## config.mk

```make
export PLATFORM = sky130hd
export DESIGN_NAME = reset_clock_sequencer_flat
export DESIGN_NICKNAME = d
export VERILOG_FILES = /design/src/rtl/reset_clock_sequencer_if.sv /design/src/rtl/reset_clock_sequencer.sv /design/src/flat_wrapper.sv
export SDC_FILE = /design/constraint.sdc
export NUM_CORES = 1
export LEC_CHECK = 0
export CAP_MARGIN = 20
export CORE_MARGIN = 2
export CORE_UTILIZATION = 35
export CTS_BUF_LIST = sky130_fd_sc_hd__clkbuf_16
export CTS_CLUSTER_SIZE = 25
export DETAILED_ROUTE_END_ITERATION = 7
export HOLD_SLACK_MARGIN = 0.03
export PLACE_DENSITY_LB_ADDON = 0.12
export REMOVE_ABC_BUFFERS = 1
export SLEW_MARGIN = 20
export SYNTH_ARGS = -nofsm -noshare
export SYNTH_HDL_FRONTEND = slang
export SYNTH_SLANG_ARGS = --single-unit
```

## constraint.sdc

```tcl
create_clock -name i_clock -period 2.5 [get_ports i_clock]
set_input_delay 0.5 -clock i_clock [delete_from_list [all_inputs] [get_ports i_clock]]
set_output_delay 0.5 -clock i_clock [all_outputs]
set_load 0.05 [all_outputs]
```

## src/rtl/reset_clock_sequencer_if.sv

```systemverilog
// rtl/reset_clock_sequencer_if.sv - soft-reset handshake and sequenced reset/enable outputs
interface reset_clock_sequencer_if;
    logic       i_soft_reset_req;
    logic       o_soft_reset_ack;
    logic       o_reset_async_n_sync;
    logic       o_reset_sync;
    logic       o_clock_en;
    logic       o_ready;
    logic [2:0] o_state;

    modport master (
        output i_soft_reset_req,
        input  o_soft_reset_ack,
        input  o_reset_async_n_sync,
        input  o_reset_sync,
        input  o_clock_en,
        input  o_ready,
        input  o_state
    );

    modport slave (
        input  i_soft_reset_req,
        output o_soft_reset_ack,
        output o_reset_async_n_sync,
        output o_reset_sync,
        output o_clock_en,
        output o_ready,
        output o_state
    );
endinterface

```

## src/rtl/reset_clock_sequencer.sv

```systemverilog
// rtl/reset_clock_sequencer.sv - reset synchroniser, reset hold, clock-enable delay and soft-reset handshake
module reset_clock_sequencer #(
    parameter int SYNC_STAGES = 2,
    parameter int RESET_HOLD  = 4,
    parameter int CLKEN_DELAY = 2,
    parameter int CNT_W       = 8
) (
    input  logic                          i_clock,
    input  logic                          i_reset_async_n,
    reset_clock_sequencer_if.slave        seq
);

    localparam logic [2:0] ST_SYNC  = 3'd0;
    localparam logic [2:0] ST_HOLD  = 3'd1;
    localparam logic [2:0] ST_WAIT  = 3'd2;
    localparam logic [2:0] ST_RUN   = 3'd3;
    localparam logic [2:0] ST_DRAIN = 3'd4;

    localparam logic [CNT_W-1:0] HOLD_LOAD  = CNT_W'(RESET_HOLD - 1);
    localparam logic [CNT_W-1:0] DELAY_LOAD = CNT_W'(CLKEN_DELAY - 1);

    logic [SYNC_STAGES-1:0] sync_q, sync_d;
    logic [2:0]             state_q, state_d;
    logic [CNT_W-1:0]       cnt_q, cnt_d;
    logic                   soft_q, soft_d;
    logic                   ack_q, ack_d;
    logic                   ack_set;
    logic                   rst_released;

    assign rst_released = sync_q[SYNC_STAGES-1];

    always_comb begin
        sync_d  = {sync_q[SYNC_STAGES-2:0], 1'b1};
        state_d = state_q;
        cnt_d   = cnt_q;
        soft_d  = soft_q;
        ack_set = 1'b0;
        case (state_q)
            ST_SYNC: begin
                if (rst_released) begin
                    state_d = ST_HOLD;
                    cnt_d   = HOLD_LOAD;
                end
            end
            ST_HOLD: begin
                if (cnt_q == '0) begin
                    state_d = ST_WAIT;
                    cnt_d   = DELAY_LOAD;
                end else begin
                    cnt_d = cnt_q - CNT_W'(1);
                end
            end
            ST_WAIT: begin
                if (cnt_q == '0) begin
                    state_d = ST_RUN;
                    ack_set = soft_q;
                    soft_d  = 1'b0;
                end else begin
                    cnt_d = cnt_q - CNT_W'(1);
                end
            end
            ST_RUN: begin
                // a request already acknowledged must be dropped before it can start another run
                if (seq.i_soft_reset_req && !ack_q) begin
                    state_d = ST_DRAIN;
                    soft_d  = 1'b1;
                end
            end
            ST_DRAIN: begin
                state_d = ST_HOLD;
                cnt_d   = HOLD_LOAD;
            end
            default: begin
                state_d = ST_SYNC;
                cnt_d   = '0;
                soft_d  = 1'b0;
            end
        endcase
        // set wins over clear so a request dropped mid-sequence still gets a one-cycle ack
        if (ack_set) begin
            ack_d = 1'b1;
        end else if (!seq.i_soft_reset_req) begin
            ack_d = 1'b0;
        end else begin
            ack_d = ack_q;
        end
    end

    always_ff @(posedge i_clock or negedge i_reset_async_n) begin
        if (!i_reset_async_n) begin
            sync_q  <= '0;
            state_q <= ST_SYNC;
            cnt_q   <= '0;
            soft_q  <= 1'b0;
            ack_q   <= 1'b0;
        end else begin
            sync_q  <= sync_d;
            state_q <= state_d;
            cnt_q   <= cnt_d;
            soft_q  <= soft_d;
            ack_q   <= ack_d;
        end
    end

    assign seq.o_reset_async_n_sync = rst_released;
    assign seq.o_reset_sync         = (state_q == ST_SYNC) || (state_q == ST_HOLD);
    assign seq.o_clock_en           = (state_q == ST_RUN);
    assign seq.o_ready              = (state_q == ST_RUN);
    assign seq.o_soft_reset_ack     = ack_q;
    assign seq.o_state              = state_q;

endmodule

```

## src/flat_wrapper.sv

```systemverilog
// flat-port wrapper written by rule: the top's interface ports become plain ports
module reset_clock_sequencer_flat 
#(
    parameter int SYNC_STAGES = 2,
    parameter int RESET_HOLD  = 4,
    parameter int CLKEN_DELAY = 2,
    parameter int CNT_W       = 8
)
  (i_clock, i_reset_async_n, seq_i_soft_reset_req, seq_o_soft_reset_ack, seq_o_reset_async_n_sync, seq_o_reset_sync, seq_o_clock_en, seq_o_ready, seq_o_state);
  reset_clock_sequencer_if seq_i ();
  input  logic i_clock;
  input  logic i_reset_async_n;
  input wire logic [$bits(seq_i.i_soft_reset_req)-1:0] seq_i_soft_reset_req;
  output wire logic [$bits(seq_i.o_soft_reset_ack)-1:0] seq_o_soft_reset_ack;
  output wire logic [$bits(seq_i.o_reset_async_n_sync)-1:0] seq_o_reset_async_n_sync;
  output wire logic [$bits(seq_i.o_reset_sync)-1:0] seq_o_reset_sync;
  output wire logic [$bits(seq_i.o_clock_en)-1:0] seq_o_clock_en;
  output wire logic [$bits(seq_i.o_ready)-1:0] seq_o_ready;
  output wire logic [$bits(seq_i.o_state)-1:0] seq_o_state;
  assign seq_i.i_soft_reset_req = seq_i_soft_reset_req;
  assign seq_o_soft_reset_ack = seq_i.o_soft_reset_ack;
  assign seq_o_reset_async_n_sync = seq_i.o_reset_async_n_sync;
  assign seq_o_reset_sync = seq_i.o_reset_sync;
  assign seq_o_clock_en = seq_i.o_clock_en;
  assign seq_o_ready = seq_i.o_ready;
  assign seq_o_state = seq_i.o_state;
  reset_clock_sequencer #(.SYNC_STAGES(SYNC_STAGES), .RESET_HOLD(RESET_HOLD), .CLKEN_DELAY(CLKEN_DELAY), .CNT_W(CNT_W)) u_core (.i_clock(i_clock), .i_reset_async_n(i_reset_async_n), .seq(seq_i));
endmodule
```

==> results of run 1 <==
==> sequential cells by signal, summed over array words and instances, names as in the netlist <==
| register | count |
|---|---|
| u_core.seq.o_state | 3 |
| u_core.soft_q | 1 |
| u_core.cnt_q | 8 |
| u_core.seq.o_soft_reset_ack | 1 |
| u_core.sync_q | 2 |
==> stage by stage <==
step           hold slack (ns)  cell area (um^2)  setup TNS [ns]  instances   util
2_1_floorplan            0.204               836           -2.53         84      -
3_3_place_gp             0.339              1030               0        127  0.452
3_5_place_dp             0.337              1030               0        127  0.452
4_1_cts                  0.348              1110               0        131  0.487
5_1_grt                  0.361              1110               0        131  0.487
6_report                 0.345              1110               0        131  0.487
==> power by group through the flow <==
stage / combinational (mW) / clock [mW] / sequential (mW)
3_3_place_gp: 0.701 / 0 / 0.382
2_1_floorplan: 0.421 / 0 / 0.455
4_1_cts: 0.701 / 0.311 / 0.380
3_5_place_dp: 0.701 / 0 / 0.381
5_1_grt: 0.771 / 0.321 / 0.391
6_report: 0.695 / 0.300 / 0.381
==> worst paths after layout <==
check | start | end | slack (ns)
setup reg to reg | u_core.cnt_q[3]$_DFFE_PN0P_ | u_core.cnt_q[4]$_DFFE_PN0P_ | 0.35
max in group asynchronous | i_reset_async_n | u_core.cnt_q[6]$_DFFE_PN0P_ | 1.41
hold / removal | u_core.sync_q[0]$_DFF_PN0_ | u_core.sync_q[1]$_DFF_PN0_ | 0.34
setup / recovery | u_core.cnt_q[3]$_DFFE_PN0P_ | u_core.cnt_q[4]$_DFFE_PN0P_ | 0.35
hold reg to reg | u_core.sync_q[0]$_DFF_PN0_ | u_core.sync_q[1]$_DFF_PN0_ | 0.34
min in group asynchronous | i_reset_async_n | u_core.soft_q$_DFFE_PN0P_ | 0.67
==> cell type report <==
type	count	area (um^2)	share of cell area
inverter	4	15.0	0.0136
sequential	15	375	0.339
multi-input combinational	65	445	0.402
clock buffer	3	75.1	0.0678
tap	28	35.0	0.0316
clock inverter	1	3.75	0.00339
timing repair buffer	15	158	0.142
==> per-layer routing <==
metal,vias to the layer above,GRT usage
met5,-,0
met4,0,0.0769
met3,2,0.0500
met2,23,0.243
met1,338,0.184
li1,346,-
==> critical path, cell delays in order, from the launching register on <==
cell and delay, ns:
dfrtp_1 0.41, or4_4 0.59, nor3_1 0.37, mux2i_1 0.13
o21bai_1 0.41, nor2_1 0.11
==> logic make-up after synthesis <==
family,count (synthesis)
mux,1
xor+xnor,7
flops,15
compound gates,24
buf+inv,10
simple gates,30
fa+ha+maj,2
other cells,1
==> synthesized netlist by cell type, drive strengths merged <==
cell,count
a2111oi,1
a211oi,5
a21o,2
a21oi,4
a221oi,2
a2bb2oi,1
buf,1
clkbuf,5
conb,1
dfrtp,15
ha,2
inv,4
mux2i,1
nand2,6
nand2b,1
nand3,1
nand3b,2
nor2,9
nor3,3
nor3b,2
nor4,1
o21a,1
o21ai,2
o21bai,1
o22ai,1
o31a,1
o31ai,2
o32ai,1
or3,4
or4,1
xnor2,6
xor2,1
==> key figures, run 1 <==
Power
  • Sequential share of power: 0.277
  • Total Power: between 1 and 1.5 mW
  • Net Sw Frac: 0.405
  • Cell-internal power: 0.819 mW
  • Switching Power: 0.556 mW
  • Clock share of power: 0.218
  • Combinational power share: 0.505
  • Static Leak: 0.469 nW
  • Pwr dens: 1240 mW/mm^2
  • VDD IR max: approximately 0.65 mV

Placed design
  • Pre-CTS setup slack: approximately 0.32 ns
  • DP HPWL: roughly 1.3 mm
  • RePlAce Congestion: 0.868
  • IO buf count: 10

Route
  • Remaining DRCs: 0
  • Drt total wl: 1.73 mm
  • Antenna viol nets, final: 0
  • Drt first pass iters: 4
  • Iteration-0 DRC count of the detailed router: 10
  • WL met3: roughly 110 um
  • Via count: about 710
  • Mean routed wirelength per cell: 13.2 um
  • WL met1: 810 um
  • Via/cell ratio: between 5 and 6
  • DR top layer: met4
  • Metal2 WL: 782 um

Yosys
  • Synthesized area: roughly 860 um^2
  • Largest family of logic cells by synthesized area: compound AO/OA/AOI/OAI gates
  • Simple-gate area share of the yosys netlist: 0.186
  • XOR/XNOR Fraction of Synth Area: 0.0711
  • Post-synthesis mux area share: 0.0116
  • Yosys reg bits: 15
  • Synth area leaders: dfrtp_1 44%, xnor2_1 6.1%, a211oi_1 4.4%, nor2_1 3.9%, ha_1 2.9%
  • Post-synthesis compound-gate area fraction: 0.215
  • Synth area leader: dfrtp_1
  • Mean area per synthesized cell: 9.58 um^2
  • Top cell type's share of synthesized area: 0.435
  • Post-Synthesis Cells: 90
  • Post-synthesis sequential area ratio: 0.435
  • Yosys cell types: 34
  • Synth Area in Adders: 0.0290
  • Synth warn: 0

Timing
  • Clk_skew: roughly 0.0019 ns
  • RSZ-0062 raised after global routing: false
  • Worst-margin pin slew: between 0.6 and 0.7 ns
  • Hold Vio Cnt, Final: 0
  • Rel. slew slack: 0.559
  • Setup ws final: 0.352 ns
  • Endpoints failing setup: 0
  • Period utilization: 0.859
  • Post-route minimum period: 2.15 ns
  • Max Clk Rate: between 0.4 and 0.5 GHz
  • Slew Limit Fails: 0

Flow run
  • Max cap viols: 0

Clocking
  • Clock sink count: 15
  • Clock root cell: clkbuf_16
  • Clock buffer depth: 2
  • H-tree depth: 1
  • Cts repair resizes: 0
  • Number of buffers created by CTS: 3
  • Skew-Pair Late Insertion Delay: 0.24 ns
  • CTS tree: built
  • Hold Buf Count CTS: 0
  • Clk slew on worst S/H paths: 0.05 ns
  • Setup Buffers After CTS: 0

Die
  • Die height: 53.6 um
  • Die Area: 0.00288 mm^2
  • Row Count: 17
  • Die width: 53.6 um
  • Core ar.: ~0.0023 mm^2
  • I/O Pins: 11
  • Initial Utilization: 0.379

Finish
  • Number of diodes: 0
  • Filler instances: 209
  • Commonest non-fill, non-tap cell in the layout: dfrtp_1
  • Most frequent cells in the layout: 15 x dfrtp_1, 9 x nor2_1, 8 x clkdlybuf4s50_1, 6 x nand2_1, 6 x xnor2_1
  • Area delta synth->final: 28.4%
  • Layout cells sized above 1: 0.126
  • Final nets: 109

Setup path
  • CP Launch Type: flop
  • CP Data Required Time: 2.61 ns
  • Worst-path fanout max: 6
  • Worst Setup Path Type: reg2reg
  • Crit. End Element: flop
  • Worst path arrival time: 2.25 ns
  • Cells on worst reg2reg path: 5

Global routing
  • Pin count of the biggest net entering global routing: 17
  • Grt ovf: 0
  • Vias in the first global route: 663
  • First-pass GRT wire length: 3.04 mm
  • GRT Total Usage: 0.153
  • Initial antenna violation count: 0

Min path
  • Min-Delay Path Depth: 0
  • Worst hold path class: reg2reg

Run status
  • Status: complete, no violations
Note: power is estimated with default switching activity, not from simulation.
==> run 2, diff against run 1 <==
--- a/config.mk
+++ b/config.mk
@@ -5,7 +5,10 @@
 export SDC_FILE = /design/constraint.sdc
 export NUM_CORES = 1
 export LEC_CHECK = 0
+export ABC_AREA = 1
 export CAP_MARGIN = 20
+export CELL_PAD_IN_SITES_DETAIL_PLACEMENT = 1
+export CELL_PAD_IN_SITES_GLOBAL_PLACEMENT = 1
 export CORE_MARGIN = 2
 export CORE_UTILIZATION = 35
 export CTS_BUF_LIST = sky130_fd_sc_hd__clkbuf_16
==> run 2 against run 1 <==
Effect of this change:
- die area increased by 14%
- final area increased by 8.8%
- cell count is 46% higher
- sequential power is 6.6% higher
- synthesized cell count rose by 63%
- sequential cell count is the same
- critical path depth fell by 2
- synthesized area rose by 15%
- power up 42%
- largest power group unchanged
==> key figures, run 2 <==
Global routing
  • Vias in the first global route: 1002 (+51%)
  • Grt ovf: 0 (unchanged)
  • First-pass GRT wire length: 4.57 mm (+50%)
  • Initial antenna violation count: 0 (unchanged)
  • Pin count of the biggest net entering global routing: 16 (-1)
  • GRT Total Usage: 0.181 (+0.0279)

Finish
  • Final nets: 166 (+52%)
  • Area delta synth->final: 21.1%
  • Fin area: 0.00120 mm^2 (+8.8%)
  • Layout cells sized above 1: 0.100 (-0.0262)
  • Most frequent cells in the layout: 53 x nand2_1, 24 x inv_1, 15 x dfrtp_1, 13 x nor2_1, 11 x nand3_1
  • Number of diodes: 0 (unchanged)
  • Largest Register: u_core.cnt_q
  • Largest register FFs: 8 (unchanged)
  • Commonest non-fill, non-tap cell in the layout: nand2_1
  • Post-Layout Cell Count: 191 (+46%)

Flow run
  • Max cap viols: 0 (unchanged)

Yosys
  • Post-Synthesis Cells: 147 (+63%)
  • Fraction of registers with async set/reset: 1.00 (unchanged)
  • Top post-synthesis cells by count: 53 x nand2_1, 23 x inv_1, 15 x dfrtp_1
  • Top cell type's share of synthesized area: 0.377 (-0.0581)
  • Number of enable-type register cells in the synthesized netlist: 0 (unchanged)
  • Most common cell in the synthesized netlist: nand2_1
  • Mean area per synthesized cell: 6.77 um^2 (-29%)
  • Synth area leaders: dfrtp_1 38%, nand2_1 20%, inv_1 8.7%, nand3_1 5.5%, nor2_1 4.9%
  • Synthesized area: 995 um^2 (+15%)
  • Yosys cell types: 23 (-32%)
  • Synth area leader: dfrtp_1
  • Synth warn: 0 (unchanged)
  • Yosys reg bits: 15 (unchanged)
  • Most common flop cell mapped by yosys: dfrtp_1
  • Post-synthesis sequential area ratio: 0.377 (-0.0581)

Setup path
  • CP Data Required Time: 2.00 ns (-0.61 ns)
  • Delay-heaviest family, CP: buffers and inverters
  • Crit. End Element: output pin
  • Worst Setup Path Type: reg2out
  • Worst path arrival time: 1.84 ns (-0.41 ns)
  • Crit-path slowest cell: clkdlybuf4s50_1
  • Combined buffer and inverter count along the critical path: 2 (+2)
  • CP Launch Type: flop
  • Crit-path max cell delay: 0.81 ns (+0.22 ns)
  • Cell Chain, Critical Path: nand3_1, inv_1, clkdlybuf4s50_1
  • Worst-path fanout max: 7 (+1)

Timing
  • Clk_skew: 0.000764 ns (-0.00110 ns)
  • Period utilization: 0.936 (+0.0769)
  • Slew Limit Fails: 0 (unchanged)
  • Hold Vio Cnt, Final: 0 (unchanged)
  • RSZ-0062 raised after global routing: false
  • Setup TNS: 0 ns (unchanged)
  • Max Clk Rate: 0.427 GHz (-8.2%)
  • Endpoints failing setup: 0 (unchanged)
  • Rel. slew slack: 0.502 (-0.0571)
  • Post-route minimum period: 2.34 ns (+0.192 ns)
  • Worst-margin pin slew: 0.744 ns (+0.0854 ns)
  • Setup ws final: 0.159 ns (-0.192 ns)

Clocking
  • Setup Buffers After CTS: 0 (unchanged)
  • CTS tree: built
  • Hold Buf Count CTS: 0 (unchanged)
  • Clock sink count: 15 (unchanged)
  • Clk slew on worst S/H paths: 0.05 ns (about the same)
  • Skew-Pair Late Insertion Delay: 0.24 ns (about the same)
  • Clock root cell: clkbuf_16
  • H-tree depth: 1 (unchanged)
  • Clock buffer depth: 2 (unchanged)
  • Number of buffers created by CTS: 3 (unchanged)
  • Cts repair resizes: 0 (unchanged)

Placed design
  • RePlAce Congestion: 0.781 (-10%)
  • Placed Area: 0.00113 mm^2 (+9.5%)
  • DP HPWL: 2.05 mm (+62%)
  • Pre-CTS setup slack: 0.415 ns (+0.0921 ns)
  • # placed instances: 187 (+47%)
  • IO buf count: 10 (unchanged)

Route
  • Iteration-0 DRC count of the detailed router: 26 (+16)
  • Antenna viol nets, final: 0 (unchanged)
  • Via/cell ratio: 4.90 (-9.6%)
  • Mean routed wirelength per cell: 13.8 um (+4.7%)
  • Via count: 935 (+32%)
  • Drt total wl: 2.64 mm (+53%)
  • Drt first pass iters: 4 (unchanged)
  • Remaining DRCs: 0 (unchanged)

Die
  • Core ar.: 0.00273 mm^2 (+20%)
  • Initial Utilization: 0.364 (-0.0149)
  • Die width: 57.3 um (+6.9%)
  • Die Area: 0.00328 mm^2 (+14%)
  • Die height: 57.3 um (+6.9%)
  • I/O Pins: 11 (unchanged)
  • Row Count: 19 (+2)

Power
  • Pwr dens: 1620 mW/mm^2 (+31%)
  • Static Leak: 0.674 nW (+44%)
  • VDD IR max: 0.825 mV (+27%)

Min path
  • Worst hold path class: reg2reg

Run status
  • Status: complete, no violations
[run 2: cell types whose count changed in the layout (fill, tap and decap cells not counted), moves of 5 or more]
cell | previous run | this run
a211oi_1 | 5 | 0
buf_4 | 5 | 0
inv_1 | 5 | 24
nand2_1 | 6 | 53
nand3_1 | 1 | 11
xnor2_1 | 6 | 1
[run 2: cell type report]
| cell class | count | area [um^2] |
|---|---|---|
| sequential | 15 | 375 |
| inverter | 26 | 100 |
| timing repair buffer | 10 | 100 |
| fill | 348 | 1530 |
| multi-input combinational | 105 | 512 |
| clock buffer | 3 | 75.1 |
| clock inverter | 1 | 3.75 |
| tap | 31 | 38.8 |
[run 2: report_power, final]
group | internal [mW] | switching [mW]
registers | 0.326 | 0.0800
logic | 0.387 | 0.848
clock network | 0.212 | 0.101
total | 0.926 | 1.03
[run 2: per-stage QoR]
stage	power, mW	hold slack, ns	util
2_1_floorplan	1.31	0.204	-
3_3_place_gp	1.61	0.339	0.412
3_5_place_dp	1.65	0.343	0.412
4_1_cts	1.98	0.354	0.441
5_1_grt	2.13	0.354	0.441
6_report	1.95	0.351	0.441
[run 2: layer usage]
metal | part of all wire | up-vias | GRT usage | wire length, um
li1 | - | 474 | - | -
met1 | 0.47 | 439 | 0.233 | 1240
met2 | 0.49 | 18 | 0.315 | 1290
met3 | 0.033 | 4 | 0.0340 | 86
met4 | 0.0072 | 0 | 0.0399 | 19
met5 | 0 | - | 0 | 0
[run 2: logic make-up after synthesis]
family	count (synthesis)	share of synthesized area
simple gates	91	0.413
other cells	1	0.00377
fa+ha+maj	2	0.0252
buf+inv	27	0.108
xor+xnor	1	0.00881
flops	15	0.377
compound gates	10	0.0641
[run 2: worst reg2reg max path, delay by kind of cell (launching register included)]
| kind | cells | cell delay [ns] |
|---|---|---|
| adders and majority gates | 1 | 0.23 |
| and+or+nand+nor | 4 | 0.55 |
| buffers and inverters | 3 | 0.29 |
| AOI/OAI and AO/OA | 1 | 0.06 |
| DFF | 1 | 0.35 |
[run 2: worst paths after layout]
kind	startpoint	end	slack [ns]	cells after the start
max	u_core.seq.o_state[0]$_DFFE_PN0P_	seq_o_ready	0.16	3
min	u_core.sync_q[0]$_DFF_PN0_	u_core.sync_q[1]$_DFF_PN0_	0.35	0
max reg2reg	u_core.cnt_q[0]$_DFFE_PN0P_	u_core.cnt_q[1]$_DFFE_PN0P_	0.91	9
min reg2reg	u_core.sync_q[0]$_DFF_PN0_	u_core.sync_q[1]$_DFF_PN0_	0.35	0
max in group asynchronous	i_reset_async_n	u_core.seq.o_soft_reset_ack$_DFFE_PN0P_	1.33	1
min in group asynchronous	i_reset_async_n	u_core.cnt_q[3]$_DFFE_PN0P_	0.70	1
